<file path="src/rtl/panel_jam_seq_pkg.sv">
// panel_pkg: shared front-panel modes, sequencer states and default 8080 opcodes
package panel_pkg;
    typedef enum logic {PM_EXAMINE, PM_EXAMINE_NEXT} mode_t;
    typedef enum logic [1:0] {S_IDLE, S_FEED, S_DRAIN, S_DONE} state_t;
    localparam logic [7:0] OP_JMP = 8'hC3;
    localparam logic [7:0] OP_NOP = 8'h00;
endpackage

</file>
<file path="src/rtl/panel_jam_seq_rd_edge_detect.sv">
// rd_edge_detect: registered previous rd with rise/fall strobes
module rd_edge_detect (
    input  logic clk,
    input  logic reset,
    input  logic rd,
    output logic rise,
    output logic fall
);
    logic prev_rd;
    always_ff @(posedge clk) prev_rd <= reset ? 1'b0 : rd;
    assign rise = rd & ~prev_rd;
    assign fall = ~rd & prev_rd;
endmodule

</file>
<file path="src/rtl/panel_jam_seq.sv">
// panel_jam_seq: jams JMP+address or a NOP run onto the CPU data-in bus, one byte per read
module panel_jam_seq
    import panel_pkg::*;
#(
    parameter int ADDR_W = 16,
    parameter int DATA_W = 8,
    parameter logic [DATA_W-1:0] JMP_OP = DATA_W'(OP_JMP),
    parameter logic [DATA_W-1:0] NOP_OP = DATA_W'(OP_NOP),
    parameter int CNT_W = 8
) (
    input  logic              clk,
    input  logic              reset,
    input  logic              cmd_valid,
    output logic              cmd_ready,
    input  logic              cmd_mode,
    input  logic [ADDR_W-1:0] cmd_addr,
    input  logic [CNT_W-1:0]  cmd_count,
    input  logic              abort,
    input  logic              rd,
    output logic [DATA_W-1:0] data_out,
    output logic              jam_active,
    output logic              done
);
    typedef logic [CNT_W:0] idx_t;
    localparam idx_t EX_LEN = idx_t'(ADDR_W / DATA_W + 1);
    state_t            state;
    mode_t             mode_r;
    logic [ADDR_W-1:0] addr_sr;
    idx_t              len;
    idx_t              idx;
    logic              rise;
    logic              fall;
    rd_edge_detect u_edge (
        .clk  (clk),
        .reset(reset),
        .rd   (rd),
        .rise (rise),
        .fall (fall)
    );
    always_ff @(posedge clk) begin
        if (reset) begin
            state      <= S_IDLE;
            cmd_ready  <= 1'b1;
            jam_active <= 1'b0;
            done       <= 1'b0;
            data_out   <= '0;
            mode_r     <= PM_EXAMINE;
            addr_sr    <= '0;
            len        <= '0;
            idx        <= '0;
        end else if (abort && state != S_IDLE) begin
            state      <= S_IDLE;
            cmd_ready  <= 1'b1;
            jam_active <= 1'b0;
            done       <= 1'b0;
        end else begin
            case (state)
                S_IDLE: if (cmd_valid) begin
                    mode_r     <= mode_t'(cmd_mode);
                    addr_sr    <= cmd_addr;
                    idx        <= '0;
                    len        <= !cmd_mode ? EX_LEN : (cmd_count == '0) ? idx_t'(1) : idx_t'(cmd_count);
                    data_out   <= cmd_mode ? NOP_OP : JMP_OP;
                    state      <= S_FEED;
                    cmd_ready  <= 1'b0;
                    jam_active <= 1'b1;
                end
                S_FEED: if (rise) begin
                    idx <= idx + 1'b1;
                    if (idx + 1'b1 == len) begin
                        state <= S_DRAIN;
                    end else begin
                        data_out <= (mode_r == PM_EXAMINE) ? addr_sr[DATA_W-1:0] : NOP_OP;
                        addr_sr  <= addr_sr >> DATA_W;
                    end
                end
                S_DRAIN: if (fall || !rd) begin
                    state      <= S_DONE;
                    jam_active <= 1'b0;
                    done       <= 1'b1;
                end
                S_DONE: begin
                    state     <= S_IDLE;
                    done      <= 1'b0;
                    cmd_ready <= 1'b1;
                end
                default: state <= S_IDLE;
            endcase
        end
    end
endmodule

</file>
<file path="config.mk">
export PLATFORM = sky130hd
export DESIGN_NAME = panel_jam_seq
export DESIGN_NICKNAME = d
export VERILOG_FILES = /design/src/rtl/panel_jam_seq_pkg.sv /design/src/rtl/panel_jam_seq_rd_edge_detect.sv /design/src/rtl/panel_jam_seq.sv
export SDC_FILE = /design/constraint.sdc
export NUM_CORES = 1
export LEC_CHECK = 0
export ABC_CLOCK_PERIOD_IN_PS = 2450
export BUFFER_PORTS_ARGS = -buffer_cell sky130_fd_sc_hd__buf_2
export CORE_ASPECT_RATIO = 0.6
export CORE_MARGIN = 4
export CORE_UTILIZATION = 40
export CTS_BUF_LIST = sky130_fd_sc_hd__clkbuf_16
export DETAILED_ROUTE_END_ITERATION = 7
export GPL_ROUTABILITY_DRIVEN = 0
export PLACE_DENSITY = 0.66
export SKIP_CTS_REPAIR_TIMING = 1
export SYNTH_ARGS = -nofsm -noshare
export SYNTH_HDL_FRONTEND = slang
export SYNTH_SLANG_ARGS = --single-unit
</file>
<file path="constraint.sdc">
create_clock -name clk -period 2.45 [get_ports clk]
set_clock_uncertainty 0.1 [all_clocks]
set_input_delay 0.6125 -clock clk [delete_from_list [all_inputs] [get_ports clk]]
set_output_delay 0.6125 -clock clk [all_outputs]
set_load 0.005 [all_outputs]
</file>
==> results.md <==
- Worst reg2reg path depth: 8
- Die width: between 100 and 150 µm
- Vias in the first global route: 2050
- Hold Worst Slack: 0.3555 ns
- Crit end category: flop
- DRC Markers: 0
- Synth Register Bits: 48
- Non-filler cells, final: 450
- Clock period minus worst slack: 2.417 ns
- Total negative slack: 0 ns
- Worst skew pair latency: ~0.29 ns
- Final hold vios: 0
- Measured slew at the worst slew-check pin: about 0.6 ns
- Status: completed
- Num Clock Sinks: 48
- Area growth syn-to-layout: 21.18%
- Hold Path Depth: 2
- Final slew viol count: 0
- Syn Nets: around 360
- Static Leak: about 1.3 nW
- Final setup violation count: 0
- # rows: 22
- Post-Syn Area: about 2700 µm²
- Startpoint types: flop
- Syn Area/Cell: 8.368 µm²
- IO buf count: 40
- Commonest cells after routing, fill and taps aside: dfxtp_1 (43), buf_2 (40), nand2_1 (38)
- Num CTS Buffers: 5
- Path type of the worst setup path: reg -> reg
- Worst Path Required: ~2.5 ns
- Largest net degree at the start of global routing: 65
- CTS tree: yes
- FMAX: ~410 MHz
- Synth async-reset ratio: 0%
- Crit-path max FO: 8
- DP Worst Slack: roughly 0.051 ns
- EDFF count, synth: 0
- Diodes inserted: 0
- Worst min path class: reg -> reg
- Gate Count Post-Synth: about 320
- Finished Core Util: 51.90%
- Avg WL per Cell: between 10 and 15 µm
- Drt total wl: between 6000 and 7000 µm
- CP most frequent cell: nand2_1
- First-pass GRT wire length: between 10000 and 15000 µm
- Dpl cells: approximately 440
- Top_reg_cell synth: dfxtp_1
- Initial antenna violation count: 0
- Post-layout nets: 400
- Grt ovf: 0
- ANT nets after route: 0
- Slew margin rel.: between 50% and 60%
- Initial Utilization: roughly 43%
- Max VDD drop: between 300 and 400 µV
- Share of layout cells above drive strength 1: approximately 28%
- Fillers: 602
- Pwr dens: just under 900 nW/µm²
- Crit-path slowest cell: dfxtp_4
- Most common cell after layout, fill and taps aside: dfxtp_1
- Via Count: roughly 2.3k
- Register area share after synthesis: 35.44%
- Core Region: ~6300 µm²
- Worst-path cell chain: ha_4, xnor2_1, nand2_1, nor4_4, nand2_1, o31ai_4, clkbuf_16, mux2_4
- Critical path data arrival time: ~2.5 ns
- Clock buffer depth: 2
- Total I/O pin count: 41
- Synth cell types: between 50 and 60
- DIE AREA: just over 8000 µm²
- Syn. warnings: 0
- Die H: around 70 µm
- Hpwl dp: about 4600 µm
- Htree depth: 2
- Crit-path max cell delay: between 0.3 and 0.4 ns
- DR vias/cell: between 5 and 6
- Pre-Repair DR Iteration Count: 4
- Clock root cell: clkbuf_16
- Max Cap Viol: 0
- CTS clk-pin slew, worst paths: approximately 0.07 ns
- Worst setup margin: between 0.03 and 0.04 ns
- Total Routing Usage GR: 15.42%
- Final Cycle Share: a little over nine tenths
- DRT iter0 DRCs: approximately 200
## path summary, 6_finish.rpt
path	start	to	slack, ns
max	idx[0]	addr_sr[7]	0.03
min	mode_r	mode_r	0.36
max reg2reg	idx[0]	addr_sr[7]	0.03
min reg2reg	mode_r	mode_r	0.36
## sequential cells by signal (all words and copies together), names as in the netlist
register and cells:
idx 9, data_out 8, len 8, done 1, u_edge.prev_rd 1, addr_sr 16, jam_active 1, cmd_ready 1
state 2, mode_r 1
## final cells by class
cell class	instances	area, µm²	share of cell area [%]
Sequential cell	48	974.7	29.66
Inverter	13	48.80	1.485
Clock inverter	3	17.52	0.5331
Timing Repair Buffer	56	350.3	10.66
Multi-Input combinational cell	241	1664	50.65
Tap cell	84	105.1	3.199
Clock buffer	5	125.1	3.808
## metrics by stage
stage               cell area, µm²  total power, W
floorplan                     2758        0.001847
global placement              3033        0.002167
detailed placement            3033        0.002181
CTS                           3176        0.002869
global route                  3286        0.003122
finish                        3286        0.002935
## synthesized netlist by cell type, types with 3 or more instances
library cell  instances  area share [%]
dfxtp_1              48              35
nand2_1              39             5.4
a21oi_1              28             5.2
nor2_1               24             3.3
nor2b_1              16             3.7
inv_1                13             1.8
nand3_1              13             2.4
mux2i_1              12             4.4
nand2b_1              8             1.8
nand3b_1              8             2.2
o41ai_1               8             2.6
xnor2_1               8             2.6
buf_2                 7             1.3
mux2_2                7             2.9
nor3_1                7             1.3
clkbuf_1              6            0.83
mux2_4                6             3.3
o21ai_0               6             1.1
ha_1                  5             2.3
buf_1                 4            0.55
nor4_1                4            0.92
or3_1                 4            0.92
a21o_1                3            0.83
a31oi_1               3            0.69
buf_6                 3             1.2
nand4_1               3            0.69
xor2_1                3            0.97
## power breakdown
part	total, W	switching [W]	internal, W	leakage [nW]
sequential	0.00101	0.0000877	0.000924	0.395
combinational	0.00124	0.000664	0.000581	0.835
clock	0.000678	0.000301	0.000377	0.0716
total	0.00293	0.00105	0.00188	1.30
## cells by family after synthesis
kind of cell               Yosys count  share of synthesized area, %
and+or+nand+nor                    144                         28.06
AOI/OAI and AO/OA                   56                         13.24
DFF                                 48                         35.44
buffers and inverters               35                         6.737
muxes                               25                         10.66
xor gates and xnor gates            11                         3.554
adders and majority gates            5                         2.307
## layer usage
layer	GRT usage, %	routed length (µm)
met1	23.72	3508
met2	21.66	2648
met3	3.207	311
met4	3.557	74
met5	0	0
## worst max-delay path, delay by kind of cell (launching register included)
| kind | cells | cell delay (ns) |
|---|---|---|
| XOR/XNOR | 1 | 0.14 |
| multiplexers | 1 | 0.30 |
| adder cells (fa/ha/maj) | 1 | 0.24 |
| AO/OA/AOI/OAI | 1 | 0.29 |
| AND/OR/NAND/NOR | 3 | 0.61 |
| flip-flops | 1 | 0.37 |
| buffers and inverters | 1 | 0.23 |
No activity file was read; power rests on OpenSTA's default activity.
